<file path="config.mk">
export PLATFORM = sky130hd
export DESIGN_NAME = mem_arbiter
export DESIGN_NICKNAME = d
export VERILOG_FILES = /design/src/rtl/mem_arb_pkg.sv /design/src/rtl/mem_arbiter_lane_align.sv /design/src/rtl/mem_arbiter.sv
export SDC_FILE = /design/constraint.sdc
export NUM_CORES = 1
export LEC_CHECK = 0
export ABC_AREA = 1
export CORE_MARGIN = 1.5
export CORE_UTILIZATION = 46
export CTS_CLUSTER_DIAMETER = 150
export DETAILED_ROUTE_END_ITERATION = 7
export PLACE_DENSITY = 0.95
export REMOVE_ABC_BUFFERS = 1
export SLEW_MARGIN = 10
export SYNTH_ARGS = -nofsm -noshare
export SYNTH_HDL_FRONTEND = slang
export SYNTH_SLANG_ARGS = --single-unit
</file>
<file path="constraint.sdc">
create_clock -name clk -period 3.2 [get_ports clk]
set_clock_uncertainty 0.1 [all_clocks]
set_input_delay 0.32 -clock clk [delete_from_list [all_inputs] [get_ports clk]]
set_output_delay 0.32 -clock clk [all_outputs]
set_load 0.01 [all_outputs]
</file>
<file path="src/rtl/mem_arb_pkg.sv">
// Shared types and encodings for the two-port memory arbiter.
package mem_arb_pkg;

    typedef enum logic [1:0] {
        IDLE,
        BUSY,
        DONE
    } arbState_e;

    localparam logic [1:0] SZ_BYTE = 2'b00;
    localparam logic [1:0] SZ_HALF = 2'b01;
    localparam logic [1:0] SZ_WORD = 2'b10;

    localparam logic GNT_F = 1'b0;
    localparam logic GNT_D = 1'b1;

endpackage

</file>
<file path="src/rtl/mem_arbiter_lane_align.sv">
// Byte-lane steering: byte enables and store replication towards memory,
// zero-extended right-aligned extraction of load data from memory.
module mem_lane_align
    import mem_arb_pkg::*;
(
    input  logic [1:0]  size_i,
    input  logic [1:0]  addrLo_i,
    input  logic [31:0] wdata_i,
    input  logic [31:0] rdata_i,
    output logic [3:0]  be_o,
    output logic [31:0] wdata_o,
    output logic [31:0] rdata_o
);

    logic [7:0] byteLane;

    always_comb begin
        byteLane = rdata_i[7:0];
        case (addrLo_i)
            2'd0:    byteLane = rdata_i[7:0];
            2'd1:    byteLane = rdata_i[15:8];
            2'd2:    byteLane = rdata_i[23:16];
            default: byteLane = rdata_i[31:24];
        endcase
    end

    // Size 2'b11 falls into the word path along with SZ_WORD.
    always_comb begin
        be_o    = 4'b1111;
        wdata_o = wdata_i;
        rdata_o = rdata_i;
        case (size_i)
            SZ_BYTE: begin
                be_o    = 4'b0001 << addrLo_i;
                wdata_o = {4{wdata_i[7:0]}};
                rdata_o = {24'h0, byteLane};
            end
            SZ_HALF: begin
                be_o    = addrLo_i[1] ? 4'b1100 : 4'b0011;
                wdata_o = {2{wdata_i[15:0]}};
                rdata_o = {16'h0, (addrLo_i[1] ? rdata_i[31:16] : rdata_i[15:0])};
            end
            default: begin
                be_o    = 4'b1111;
                wdata_o = wdata_i;
                rdata_o = rdata_i;
            end
        endcase
    end

endmodule

</file>
<file path="src/rtl/mem_arbiter.sv">
// Round-robin arbiter between the fetch and data ports of the core, driving
// one shared memory through a fixed-latency access with a one-cycle ready pulse.
module mem_arbiter
    import mem_arb_pkg::*;
#(
    parameter int ADDR_W      = 32,
    parameter int WAIT_CYCLES = 3
) (
    input  logic              clk,
    input  logic              rst,
    input  logic              f_req,
    input  logic [ADDR_W-1:0] f_addr,
    output logic [31:0]       f_rdata,
    output logic              f_ready,
    input  logic              d_req,
    input  logic              d_we,
    input  logic [1:0]        d_size,
    input  logic [ADDR_W-1:0] d_addr,
    input  logic [31:0]       d_wdata,
    output logic [31:0]       d_rdata,
    output logic              d_ready,
    output logic              mem_en,
    output logic              mem_we,
    output logic [3:0]        mem_be,
    output logic [ADDR_W-1:0] mem_addr,
    output logic [31:0]       mem_wdata,
    input  logic [31:0]       mem_rdata
);

    localparam int CNT_W = $clog2(WAIT_CYCLES + 1);

    arbState_e         state_q, state_d;
    logic [CNT_W-1:0]  cnt_q, cnt_d;
    logic              lastGrant_q, lastGrant_d;
    logic              grant_q, grant_d;
    logic [ADDR_W-1:0] addr_q, addr_d;
    logic              we_q, we_d;
    logic [1:0]        size_q, size_d;
    logic [31:0]       wdata_q, wdata_d;
    logic [31:0]       fRdata_q, fRdata_d;
    logic [31:0]       dRdata_q, dRdata_d;

    logic              pickD;
    logic              busy;
    logic [3:0]        laneBe;
    logic [31:0]       laneWdata;
    logic [31:0]       laneRdata;

    // On a tie the port that was not served last wins.
    assign pickD = (f_req && d_req) ? (lastGrant_q == GNT_F) : d_req;
    assign busy  = (state_q == BUSY);

    mem_lane_align u_laneAlign (
        .size_i   (size_q),
        .addrLo_i (addr_q[1:0]),
        .wdata_i  (wdata_q),
        .rdata_i  (mem_rdata),
        .be_o     (laneBe),
        .wdata_o  (laneWdata),
        .rdata_o  (laneRdata)
    );

    always_comb begin
        state_d     = state_q;
        cnt_d       = cnt_q;
        lastGrant_d = lastGrant_q;
        grant_d     = grant_q;
        addr_d      = addr_q;
        we_d        = we_q;
        size_d      = size_q;
        wdata_d     = wdata_q;
        fRdata_d    = fRdata_q;
        dRdata_d    = dRdata_q;
        case (state_q)
            IDLE: begin
                if (f_req || d_req) begin
                    cnt_d   = CNT_W'(WAIT_CYCLES - 1);
                    state_d = BUSY;
                    if (pickD) begin
                        grant_d = GNT_D;
                        addr_d  = d_addr;
                        we_d    = d_we;
                        size_d  = d_size;
                        wdata_d = d_wdata;
                    end else begin
                        grant_d = GNT_F;
                        addr_d  = f_addr;
                        we_d    = 1'b0;
                        size_d  = SZ_WORD;
                        wdata_d = 32'h0;
                    end
                end
            end
            BUSY: begin
                if (cnt_q == '0) begin
                    state_d = DONE;
                    if (grant_q == GNT_F) begin
                        fRdata_d = laneRdata;
                    end else begin
                        dRdata_d = we_q ? 32'h0 : laneRdata;
                    end
                end else begin
                    cnt_d = cnt_q - 1'b1;
                end
            end
            DONE: begin
                lastGrant_d = grant_q;
                state_d     = IDLE;
            end
            default: begin
                state_d = IDLE;
            end
        endcase
    end

    // Reset favours fetch on the first tie by pretending data was served last.
    always_ff @(posedge clk) begin
        if (rst) begin
            state_q     <= IDLE;
            cnt_q       <= '0;
            lastGrant_q <= GNT_D;
            grant_q     <= GNT_F;
            addr_q      <= '0;
            we_q        <= 1'b0;
            size_q      <= SZ_BYTE;
            wdata_q     <= 32'h0;
            fRdata_q    <= 32'h0;
            dRdata_q    <= 32'h0;
        end else begin
            state_q     <= state_d;
            cnt_q       <= cnt_d;
            lastGrant_q <= lastGrant_d;
            grant_q     <= grant_d;
            addr_q      <= addr_d;
            we_q        <= we_d;
            size_q      <= size_d;
            wdata_q     <= wdata_d;
            fRdata_q    <= fRdata_d;
            dRdata_q    <= dRdata_d;
        end
    end

    assign f_ready   = (state_q == DONE) && (grant_q == GNT_F);
    assign d_ready   = (state_q == DONE) && (grant_q == GNT_D);
    assign f_rdata   = fRdata_q;
    assign d_rdata   = dRdata_q;

    assign mem_en    = busy;
    assign mem_we    = busy && we_q;
    assign mem_be    = busy ? laneBe : 4'b0000;
    assign mem_addr  = busy ? {addr_q[ADDR_W-1:2], 2'b00} : '0;
    assign mem_wdata = busy ? laneWdata : 32'h0;

endmodule

</file>
---- Word-level counts from Yosys, hierarchy flattened ----
Index checks and enable logic that the tools add are counted.
Widths: inputs -> output; s select.
storage, ports and cells
  register bits after elaboration ......... 137
  bits in writable memories ............... 0
  bits in read-only memories .............. 0
  bits in latches ......................... 0
  memories ................................ 0
  input port bits ......................... 135
operators by class
  bitwise operators ....................... 2
  reduce and logical (&&, ||, !) cells .... 15
  divide/modulo/power cells ............... 0
  multiply operators ...................... 0
  equality and inequality tests ........... 8
  shift operators ......................... 1
  $add $sub $neg .......................... 1
  $lt $le $gt $ge ......................... 0
  muxes and demuxes ....................... 22
operator list
  kind                 number
  $mux 32              5
  $pmux 32 s2          2
  $pmux 8 s3           1
  $mux 16              1
  $mux 2               5
  $reduce_and 3->1     3
  $logic_not 2->1      4
  $mux 4               2
  $pmux 2 s2           2
  $pmux 4 s2           1
  $eq 2x1->1 const B   3
  $eq 2x2->1 const B   2
  $logic_and 1x1->1    4
  $ne 2x2->1 const B   2
  $reduce_and 2->1     2
  $shl 1x2->4 const A  1
  $mux 1               3
  $ne 2x1->1 const B   1
  $not 1->1            2
  $reduce_bool 2->1    1
  $sub 2x1->2 const B  1
  $logic_or 1x1->1     1

---- Longest topological paths before layout ----
Gate-level depths: netlist (run 1).
  depth in word-level cells ............... 4
  gate-level depth with buffers ........... 9

---- Cells and area by module ----
From an unflattened synthesis (run 1), not the netlist that was laid out.
unflattened totals
  cells, all modules ...................... 1414
  area total of the unflattened synthesis .. 7978.9 um2
by module, submodules not included
  module          cells an instance  area each (um2)  sequential area each (um2)  instances
  mem_arbiter     1166               6867.8           2742.6                      1
  mem_lane_align  248                1111.1           0.0                         1

---- Worst setup path before layout (run 1) ----
OpenSTA, ideal clock, no wires.
  path kind ............................... register to output
  start ................................... reg size_q[1]
  end ..................................... out mem_wdata[15]
  setup slack ............................. 1602 ps
  data required time ...................... 2780 ps
  path buffers ............................ 2
  arrival time ............................ 1178 ps
  cell stages (with the launch flop) ...... 6
  path through ............................ dfxtp_1 > buf_4 > inv_2 > clkbuf_1 > nor2_1 > nor3_1
between the ends
  longest elaborated chain between the ends .. 3
  elaborated cells between the ends (all ways) .. 4
RTL lines
  what                                           RTL line                      source
  from (decl)                                    mem_arbiter.sv:38             logic [1:0] size_q, size_d;
  from (signal assigned)                         mem_arbiter.sv:136            size_q <= size_d;
  $eq 2x1->1 or $logic_not 2->1 (tied branches)  mem_arbiter_lane_align.sv:32  case (size_i)
  $pmux 32 s2 (*)                                mem_arbiter_lane_align.sv:32
  $mux 32 (*)                                    mem_arbiter.sv:152            assign mem_wdata = busy ? laneWdata : 32'h0;
  to (decl)                                      mem_arbiter.sv:26             output logic [31:0] mem_wdata,
Every way passes the cells marked *; elsewhere a longest branch is shown, timed or not.

---- Worst setup path in the final report (run 1) ----
  start ................................... reg size_q[1]
  end ..................................... out mem_wdata[11]
The elaborated chain is that of the path after synthesis.

==> results of run 1 <==
-- kinds of logic (layout without fill, tap and decap cells) --
logic type,Yosys count,count (layout),synth area share [%]
buffers and inverters,135,382,9.266
other,1,2,0.05909
and+or+nand+nor,418,418,27.21
DFF,137,137,43.22
adders and majority gates,1,1,0.1971
AOI/OAI and AO/OA,235,235,20.05
-- area by class of cell --
| cell class | count | area [um2] | share of cell area [%] |
|---|---|---|---|
| Clock buffer | 23 | 467.9 | 4.857 |
| Clock inverter | 9 | 145.1 | 1.506 |
| Inverter | 69 | 259.0 | 2.688 |
| Multi-Input combinational cell | 656 | 3023 | 31.38 |
| Sequential cell | 137 | 2744 | 28.48 |
| Tap cell | 176 | 220.2 | 2.286 |
| Timing Repair Buffer | 281 | 2775 | 28.81 |
-- how the worst max path moves through the flow --
stage	startpoint	end
after floorplan	d_req	addr_q[0]$_SDFFE_PP0P_
after global placement	state_q[0]$_SDFFE_PP0P_	mem_addr[17]
after detailed placement	f_req	addr_q[31]$_SDFFE_PP0P_
after CTS	size_q[1]$_SDFFE_PP0P_	mem_wdata[11]
after global routing	size_q[1]$_SDFFE_PP0P_	mem_wdata[11]
final	size_q[1]$_SDFFE_PP0P_	mem_wdata[11]
-- cell usage in the layout (no fill, tap or decap) --
master,count
sky130_fd_sc_hd__nor2_4,4
sky130_fd_sc_hd__dfxtp_2,1
sky130_fd_sc_hd__nand3_1,24
sky130_fd_sc_hd__buf_2,1
sky130_fd_sc_hd__nand2_1,260
sky130_fd_sc_hd__o22ai_1,8
sky130_fd_sc_hd__a31oi_1,39
sky130_fd_sc_hd__ha_1,1
sky130_fd_sc_hd__a21oi_2,9
sky130_fd_sc_hd__clkinv_1,1
sky130_fd_sc_hd__clkinv_2,5
sky130_fd_sc_hd__clkdlybuf4s50_1,267
sky130_fd_sc_hd__clkbuf_8,2
sky130_fd_sc_hd__dfxtp_1,136
sky130_fd_sc_hd__clkbuf_1,4
sky130_fd_sc_hd__a221oi_1,1
sky130_fd_sc_hd__nor3_1,3
sky130_fd_sc_hd__buf_4,13
sky130_fd_sc_hd__o21ai_1,27
sky130_fd_sc_hd__inv_2,7
sky130_fd_sc_hd__nand2_2,3
sky130_fd_sc_hd__clkbuf_16,17
sky130_fd_sc_hd__conb_1,2
sky130_fd_sc_hd__nand3_2,10
sky130_fd_sc_hd__inv_1,61
sky130_fd_sc_hd__nor2_2,4
sky130_fd_sc_hd__o21ai_2,1
sky130_fd_sc_hd__bufinv_16,4
sky130_fd_sc_hd__o21ai_0,60
sky130_fd_sc_hd__nor2_1,109
sky130_fd_sc_hd__nand3_4,1
sky130_fd_sc_hd__a21oi_1,90
-- through the flow --
stage	util [%]	hold WS (ps)	cells	instance area [um2]
floorplan	-	282.4	862	6021
global placement	67.59	313.6	1319	9021
detailed placement	67.59	324.7	1319	9021
CTS	72.18	41.01	1351	9634
global route	72.18	62.41	1351	9634
finish	72.18	61.15	1351	9634
-- worst reg2reg max path, stage by stage, from the launching register on --
cell and delay (ps):
sky130_fd_sc_hd__dfxtp_1 320, sky130_fd_sc_hd__inv_1 60, sky130_fd_sc_hd__nor2_2 90, sky130_fd_sc_hd__buf_4 240, sky130_fd_sc_hd__nand2_1 110, sky130_fd_sc_hd__nor2_2 90
sky130_fd_sc_hd__buf_4 400, sky130_fd_sc_hd__inv_2 400, sky130_fd_sc_hd__o21ai_0 260, sky130_fd_sc_hd__inv_1 60
-- registers in the layout (all words and copies together), names as in the netlist --
name	count
we_q	1
wdata_q	32
lastGrant_q	1
state_q	2
size_q	2
addr_q	32
cnt_q	2
grant_q	1
d_rdata	32
f_rdata	32
-- metal layers --
layer | vias to the layer above | global-route usage [%] | routed length, um
met3 | 73 | 7.028 | 1622
met1 | 3281 | 34.16 | 8159
met4 | 0 | 16.40 | 1011
met5 | - | 0 | 0
met2 | 386 | 50.04 | 10540
li1 | 3475 | - | -
-- power groups by stage --
stage                     Combinational, W  Sequential (W)  Clock [W]
final                              0.00116         0.00194    0.00205
after CTS                          0.00115         0.00194    0.00207
after global placement             0.00112         0.00197          0
after global routing               0.00126         0.00196    0.00216
after detailed placement           0.00115         0.00197          0
after floorplan                   0.000508         0.00199          0
==> results.txt, run 1 <==
----------------------------------------------------
[Clock tree]
  Sinks on the clock net ... 137
  Clock tree root driver cell ... sky130_fd_sc_hd__clkbuf_16
  Clock tree from TritonCTS ... yes
  Number of resized instances in the post-cts repair step ... 0
  TritonCTS buffer count ... 17
  Clock insertion delay at the later pin of the skew report ... 410 ps
  Buffer count from post-CTS setup fixing ... 0
  Hold buffer count at CTS ... 0
  Number of levels the H-tree was split into ... 4
  Clock slew at the register clock pins of the worst setup and hold paths ... 50 ps
  Longest Clk Path Bufs ... 2

[Pwr]
  Pwr/cell area ... 534.9 nW/um2
  Switching pwr ... 0.001448 W
  Switching power share of the total ... 28.10%
  Relative contribution of sequential cells to total power ... 37.7%
  Combinational group share of total power ... 22.5%
  Peak ir drop on the vdd network ... 0.0003309 V
  Total chip power ... 0.005154 W
  Internal power consumption ... 0.003705 W
  Clock Power Share ... 39.8%
  Leakage ... 3.674 nW

[Layout]
  Area Growth Syn to Fin ... 51.81%
  Share of cells above drive strength 1 ... 6.979%
  Total Nets Final ... 1298
  Number of diodes added for antenna fixing ... 0
  Fill cell total of the finished layout ... 1015

[Hold path]
  Source of the worst hold timing path ... rst
  Endpoint of the worst hold-timing path ... wdata_q[29]$_SDFFE_PP0P_
  Worst min-delay path class ... in -> reg
  Worst hold stages ... 2

[Flow run]
  Number of maximum-capacitance constraint violations ... 0

[Setup path]
  Crit-path max FO ... 15
  Critical Path End Type ... output port
  Data required time at the worst endpoint ... 2780 ps
  Slowest cell on crit path ... sky130_fd_sc_hd__clkdlybuf4s50_1
  Class of the most critical setup path ... reg -> out
  CP arrival ... 2440 ps
  Startpoint type of the worst setup path ... flip-flop
  Worst reg2reg path endpoint ... f_rdata[4]$_SDFFE_PP0P_
  Number of buffer and inverter instances along the worst setup path ... 2
  Highest cell delay on the worst timing path ... 520 ps
  Cell breakdown of the critical path ... nor2_4, inv_2, o21ai_0, nor2_1, clkdlybuf4s50_1
  Logic depth of the worst path, buffers included ... 5
  Depth of the worst register-to-register path ... 9
  Flop2flop setup slack ... 960 ps
  Worst reg2reg startpoint ... state_q[0]$_SDFFE_PP0P_
  Top cell family by delay on the critical path ... buffers and inverters

[GRT]
  First-pass GRT wire length ... 33.89 mm
  Pin count of the biggest net entering global routing ... 65
  GRT overflow ... 0
  Global-route usage over all layers ... 29.51%
  Initial antenna violation count ... 0
  Via count of the first global-routing pass ... 6893

[Timing]
  Post-route clock period utilization ... 89.29%
  Max-slew headroom ... 37.31%
  Setup repair after global routing missed its margin ... no
  Clock period minus final worst setup slack ... 2857 ps
  Slew of the pin with the lowest slew margin ... 939.3 ps
  Max Slew Vio Count ... 0
  Maximum operating frequency ... 350.0 MHz
  Count of endpoints failing hold in the final timing report ... 0
  Least setup slack across all paths after layout ... 342.8 ps
  Aggregate negative setup slack ... 0 ps
  Setup violators final ... 0

[Floorplanning]
  FP Rows ... 42
  DIE WIDTH ... 120.5 um
  Core Footprint ... 13350 um2
  Area of the die ... 14510 um2
  Initial Util ... 47.54%
  Overall die height ... 120.5 um
  Num ports ... 271

[Synth]
  Synthesized area per cell ... 6.846 um2
  Number of flops mapped to enable cells by yosys ... 0
  Yosys warning total ... 0
  Syn Inst Count ... 927
  Distinct cells, synth ... 26
  Commonest register cell after synthesis ... sky130_fd_sc_hd__dfxtp_1
  Number of storage elements in the synthesis netlist ... 137
  Synthesized cell area ... 6346 um2
  Cell with the most instances after synthesis ... sky130_fd_sc_hd__nand2_1
  Synth async-reset ratio ... 0%
  Top cells by count, synth ... 260 x sky130_fd_sc_hd__nand2_1, 137 x sky130_fd_sc_hd__dfxtp_1, 109 x sky130_fd_sc_hd__nor2_1
  Sequential element share of the synthesized area ... 43.22%
  Share of Yosys cell area claimed by the top area cell type ... 43.22%
  Cell accounting for the most synthesized area ... sky130_fd_sc_hd__dfxtp_1
  Cells taking the most area after synthesis ... sky130_fd_sc_hd__dfxtp_1 43%, sky130_fd_sc_hd__nand2_1 15%, sky130_fd_sc_hd__a21oi_1 7.1%, sky130_fd_sc_hd__nor2_1 6.4%, sky130_fd_sc_hd__o21ai_0 4.7%

[Detailed routing]
  Detailed-route wire length ... 21.33 mm
  Initial DRC Count ... 671
  DR DRC count ... 0
  Via density per instance ... 5.340
  First-pass detailed-route iteration total ... 6
  Remaining number of nets flagged by the antenna check after routing ... 0
  Mean routed wirelength per cell ... 15.79 um
  Routed vias ... 7215

[Place]
  Gpl congestion ... 0.9132
  Port Buffer Count ... 268
  DP HPWL ... 14.87 mm
  Worst-case setup slack after placement ... 771.0 ps

[Outcome]
  Status ... complete, no violations

----------------------------------------------------
Power figures use the tool's default switching activity.
==> inputs of run 2 (changes only) <==
Settings changed: CORE_MARGIN 1.5 to unset.
==> run 2 against run 1 <==
Power fell by 5.0%; routed wire length rose by 0.33%; via count up 0.87%; global-route usage increased by 0.84 points; critical path type unchanged; highest routed layer unchanged.
==> results.txt, run 2 (synthesis gave the netlist of run 1 again) <==
----------------------------------------------------
[Detailed routing]
  Initial DRC Count ... 741
  Mean routed wirelength per cell ... 15.85 um
  Remaining number of nets flagged by the antenna check after routing ... 0
  DR DRC count ... 0
  Routed vias ... 7278
  Via density per instance ... 5.391
  Detailed-route wire length ... 21.40 mm
  First-pass detailed-route iteration total ... 6

[Setup path]
  Slowest cell on crit path ... sky130_fd_sc_hd__clkdlybuf4s50_1
  Highest cell delay on the worst timing path ... 570 ps
  Flop2flop setup slack ... 960 ps
  Top cell family by delay on the critical path ... buffers and inverters
  Startpoint type of the worst setup path ... flip-flop
  Data required time at the worst endpoint ... 2780 ps
  Launching element of the worst setup path ... size_q[1]$_SDFFE_PP0P_
  Logic depth of the worst path, buffers included ... 5
  Depth of the worst register-to-register path ... 8
  Crit-path max FO ... 28
  Worst reg2reg path endpoint ... d_rdata[31]$_SDFFE_PP0P_
  Number of buffer and inverter instances along the worst setup path ... 2
  Class of the most critical setup path ... reg -> out
  Worst reg2reg startpoint ... state_q[0]$_SDFFE_PP0P_
  CP arrival ... 2410 ps
  Cell breakdown of the critical path ... inv_2, nand2_2, o22ai_1, nor3_1, clkdlybuf4s50_1
  Critical Path End Type ... output port
  Worst setup path end ... mem_wdata[31]

[GRT]
  Initial antenna violation count ... 0
  Via count of the first global-routing pass ... 7087
  First-pass GRT wire length ... 34.19 mm
  Pin count of the biggest net entering global routing ... 77
  Global-route usage over all layers ... 30.35%
  GRT overflow ... 0

[Place]
  Port Buffer Count ... 268
  Gpl congestion ... 0.9232
  Cells after DPL ... 1318
  Worst-case setup slack after placement ... 733.9 ps
  DP HPWL ... 15.02 mm

[Timing]
  Max Slew Vio Count ... 0
  Count of endpoints failing hold in the final timing report ... 0
  Slew of the pin with the lowest slew margin ... 1012 ps
  Setup violators final ... 0
  Max-slew headroom ... 32.13%
  Maximum operating frequency ... 353.1 MHz
  Aggregate negative setup slack ... 0 ps
  Post-route clock period utilization ... 88.50%
  Setup repair after global routing missed its margin ... no
  Least setup slack across all paths after layout ... 367.9 ps
  Clock period minus final worst setup slack ... 2832 ps
  Worst hold-check slack ... 327.1 ps

[Clock tree]
  Hold buffer count at CTS ... 0
  Clock tree root driver cell ... sky130_fd_sc_hd__clkbuf_16
  TritonCTS buffer count ... 17
  Number of resized instances in the post-cts repair step ... 0
  Buffer count from post-CTS setup fixing ... 0
  Longest Clk Path Bufs ... 2
  Clock tree from TritonCTS ... yes
  Clock slew at the register clock pins of the worst setup and hold paths ... 50 ps
  Number of levels the H-tree was split into ... 4
  Sinks on the clock net ... 137
  Clock insertion delay at the later pin of the skew report ... 420 ps

[Pwr]
  Pwr/cell area ... 512.1 nW/um2
  Total chip power ... 0.004894 W
  Switching pwr ... 0.001452 W
  Leakage ... 3.644 nW
  Peak ir drop on the vdd network ... 0.0003603 V
  Switching power share of the total ... 29.67%
  Clock Power Share ... 36.5%
  Internal power consumption ... 0.003442 W
  Combinational group share of total power ... 23.8%
  Relative contribution of sequential cells to total power ... 39.7%

[Layout]
  Most common cell after layout, fill and taps aside ... sky130_fd_sc_hd__clkdlybuf4s50_1
  Area Growth Syn to Fin ... 50.59%
  Multi-input gate area ... 3023 um2
  Most frequent cells in the layout ... 267 x sky130_fd_sc_hd__clkdlybuf4s50_1, 260 x sky130_fd_sc_hd__nand2_1, 136 x sky130_fd_sc_hd__dfxtp_1
  Fill cell total of the finished layout ... 1036
  Share of cells above drive strength 1 ... 6.985%
  Total Nets Final ... 1297
  Reg area ... 2744 um2
  Final Non-Filler Cells ... 1350
  Number of diodes added for antenna fixing ... 0

[Floorplanning]
  Area of the die ... 14270 um2
  Core Footprint ... 13350 um2
  Initial Util ... 47.54%
  DIE WIDTH ... 119.5 um
  Overall die height ... 119.5 um
  FP Rows ... 42
  Num ports ... 271

[Hold path]
  Worst min-delay path class ... reg -> reg
  Source of the worst hold timing path ... cnt_q[0]$_SDFFE_PP0P_

[Flow run]
  Number of maximum-capacitance constraint violations ... 0

[Outcome]
  Status ... complete, no violations

----------------------------------------------------
run 2: cell count changes in the layout (fill, tap and decap cells not counted):
cell,change
sky130_fd_sc_hd__clkinv_2,+5
sky130_fd_sc_hd__bufinv_16,-3
sky130_fd_sc_hd__buf_4,-2
sky130_fd_sc_hd__buf_12,+1
sky130_fd_sc_hd__clkbuf_1,-1
sky130_fd_sc_hd__clkbuf_8,-1
run 2: routing by layer:
metal  GRT usage [%]  share of wire [%]  up-vias
li1                -                  -     3468
met1           34.30                 39     3307
met2           51.55                 49      429
met3           8.381                8.8       74
met4           16.48                3.7        0
met5               0                  0        -
run 2: cell type report:
cell class	instances	share of cell area [%]
Clock inverter	11	0.8379
Timing Repair Buffer	280	29.09
Tap cell	176	2.304
Clock buffer	21	4.713
Inverter	69	2.710
Sequential cell	137	28.71
Multi-Input combinational cell	656	31.63
run 2: worst min-delay path by stage:
stage | endpoint | slack [ps] | cells after the start
final | cnt_q[0]$_SDFFE_PP0P_ | 330 | 1
after global routing | cnt_q[0]$_SDFFE_PP0P_ | 340 | 1
after floorplan | d_rdata[17]$_SDFFE_PP0P_ | 280 | 1
after global placement | cnt_q[0]$_SDFFE_PP0P_ | 320 | 1
after CTS | cnt_q[0]$_SDFFE_PP0P_ | 330 | 1
after detailed placement | cnt_q[0]$_SDFFE_PP0P_ | 320 | 1
run 2: per-stage QoR:
step | utilization, % | cell area [um2]
CTS | 71.60 | 9557
finish | 71.60 | 9557
global placement | 67.62 | 9026
detailed placement | 67.62 | 9026
global route | 71.60 | 9557
floorplan | - | 6021
run 2: power by group through the flow:
stage / clock, W / combinational [W] / sequential, W
after floorplan: 0 / 0.000508 / 0.00199
after global placement: 0 / 0.00112 / 0.00197
after detailed placement: 0 / 0.00115 / 0.00197
after CTS: 0.00180 / 0.00116 / 0.00194
after global routing: 0.00188 / 0.00127 / 0.00196
final: 0.00179 / 0.00116 / 0.00194
run 2: worst register-to-register path, cell delays in order, from the launching register on:
cell and delay, ps:
sky130_fd_sc_hd__dfxtp_1 320, sky130_fd_sc_hd__inv_1 60, sky130_fd_sc_hd__nor2_2 100, sky130_fd_sc_hd__buf_4 270, sky130_fd_sc_hd__nand3_4 410, sky130_fd_sc_hd__nor2_4 190
sky130_fd_sc_hd__buf_4 390, sky130_fd_sc_hd__nand3_1 170, sky130_fd_sc_hd__a21oi_1 150
==> inputs of run 3 (changes only) <==
Settings changed: CORE_MARGIN set to 4, CORE_UTILIZATION 46 to 47, CTS_BUF_LIST set to sky130_fd_sc_hd__clkbuf_4 sky130_fd_sc_hd__clkbuf_8.
==> run 3 against run 2 <==
Via count fell by 2.1%; clock power fell by 9%; critical endpoint unchanged; critical path depth did not move; combinational power barely moved.
==> results.txt, run 3 (synthesis gave the netlist of run 1 again) <==
----------------------------------------------------
[Timing]
  Max-slew headroom ... 36.70%
  Count of endpoints failing hold in the final timing report ... 0
  Setup violators final ... 0
  Max Slew Vio Count ... 0
  Post-route clock period utilization ... 89.36%
  Aggregate negative setup slack ... 0 ps
  Maximum operating frequency ... 349.7 MHz
  Setup repair after global routing missed its margin ... no
  Clock period minus final worst setup slack ... 2859 ps
  Slew of the pin with the lowest slew margin ... 948.4 ps

[Detailed routing]
  First-pass detailed-route iteration total ... 7
  Routed vias ... 7123
  Highest metal layer used by the detailed router ... met4
  Wire length on met3 ... 1.853 mm
  DR DRC count ... 0
  Remaining number of nets flagged by the antenna check after routing ... 0
  Via density per instance ... 5.276
  Mean routed wirelength per cell ... 15.76 um
  Initial DRC Count ... 579
  Detailed-route wire length ... 21.27 mm
  Routed length on met1 ... 8.325 mm
  WL met2 ... 10.30 mm

[Layout]
  Number of diodes added for antenna fixing ... 0
  Reg area ... 2744 um2
  Share of cells above drive strength 1 ... 7.240%
  Total Nets Final ... 1297
  Most common cell after layout, fill and taps aside ... sky130_fd_sc_hd__clkdlybuf4s50_1
  Most frequent cells in the layout ... 267 x sky130_fd_sc_hd__clkdlybuf4s50_1, 260 x sky130_fd_sc_hd__nand2_1, 136 x sky130_fd_sc_hd__dfxtp_1
  Fill cell total of the finished layout ... 1040
  Multi-input gate area ... 3023 um2
  Final cell area excluding filler cells ... 9493 um2
  Area Growth Syn to Fin ... 49.59%

[Clock tree]
  Hold buffer count at CTS ... 0
  Sinks on the clock net ... 137
  Buffer count from post-CTS setup fixing ... 0
  Clock slew at the register clock pins of the worst setup and hold paths ... 70 ps
  Longest Clk Path Bufs ... 2
  Clock tree root driver cell ... sky130_fd_sc_hd__clkbuf_8
  Clock insertion delay at the later pin of the skew report ... 430 ps
  Clock tree from TritonCTS ... yes
  TritonCTS buffer count ... 17
  Number of levels the H-tree was split into ... 4
  Number of resized instances in the post-cts repair step ... 0

[GRT]
  Via count of the first global-routing pass ... 6868
  Pin count of the biggest net entering global routing ... 77
  Initial antenna violation count ... 0
  Global-route usage over all layers ... 26.32%
  First-pass GRT wire length ... 33.42 mm
  GRT overflow ... 0

[Setup path]
  Class of the most critical setup path ... reg -> out
  Data required time at the worst endpoint ... 2780 ps
  Depth of the worst register-to-register path ... 9
  Crit-path max FO ... 21
  Startpoint type of the worst setup path ... flip-flop
  Critical Path End Type ... output port
  CP arrival ... 2440 ps

[Floorplanning]
  Initial Util ... 47.92%
  Area of the die ... 15430 um2
  Overall die height ... 124.2 um
  Core Footprint ... 13240 um2
  DIE WIDTH ... 124.2 um
  FP Rows ... 42
  Num ports ... 271

[Place]
  Port Buffer Count ... 268
  DP HPWL ... 15.16 mm
  Gpl congestion ... 0.9090
  Placement-stage cell area ... 9026 um2

[Flow run]
  Number of maximum-capacitance constraint violations ... 0

[Pwr]
  Peak ir drop on the vdd network ... 0.0003007 V
  Pwr/cell area ... 497.4 nW/um2
  Leakage ... 3.615 nW

[Hold path]
  Worst min-delay path class ... in -> reg
  Worst hold stages ... 3

[Outcome]
  Status ... complete, no violations

----------------------------------------------------
[run 3: changes by cell type in the layout (fill, tap and decap cells not counted), sizes merged]
cell / change
clkbuf: +4
clkinv: -8
bufinv: +3
inv: +1
[run 3: routing by layer]
layer,GRT usage [%],up-vias
met5,0,-
met4,12.70,0
met3,7.947,58
met2,44.40,355
met1,30.38,3246
li1,-,3464
[run 3: path summary, 6_finish.rpt]
kind,startpoint,endpoint,slack [ps]
setup / recovery,size_q[1]$_SDFFE_PP0P_,mem_wdata[31],340
hold / removal,d_wdata[23],wdata_q[23]$_SDFFE_PP0P_,330
setup reg to reg,state_q[0]$_SDFFE_PP0P_,f_rdata[21]$_SDFFE_PP0P_,990
hold reg to reg,cnt_q[0]$_SDFFE_PP0P_,cnt_q[0]$_SDFFE_PP0P_,350
[run 3: final cells by class]
class	count	area share (%)
Clock buffer	25	3.493
Clock inverter	7	1.423
Inverter	69	2.728
Multi-Input combinational cell	656	31.84
Sequential cell	137	28.90
Tap cell	176	2.320
Timing Repair Buffer	280	29.29
[run 3: stage by stage]
step                      std cells  setup WS [ps]  utilization [%]  hold WS (ps)  power, W
after floorplan                 862          238.1                -         282.4  0.002496
after global placement         1318          838.9            68.16         316.3  0.003095
after detailed placement       1318          749.1            68.16         337.0  0.003120
after CTS                      1350          259.2            71.68         314.4  0.004735
after global routing           1350          126.0            71.68         327.0  0.004934
final                          1350          340.6            71.68         334.1  0.004722
[run 3: report_power, final]
group	internal (W)	switching, W
Clock	0.000990	0.000642
Sequential	0.00184	0.0000989
Combinational	0.000521	0.000627
Total	0.00335	0.00137
[run 3: critical path, cell delays in order (launching register included)]
cell	delay, ps
sky130_fd_sc_hd__dfxtp_2	660
sky130_fd_sc_hd__nor2_4	190
sky130_fd_sc_hd__inv_2	230
sky130_fd_sc_hd__o22ai_1	140
sky130_fd_sc_hd__nor3_1	190
sky130_fd_sc_hd__clkdlybuf4s50_1	580
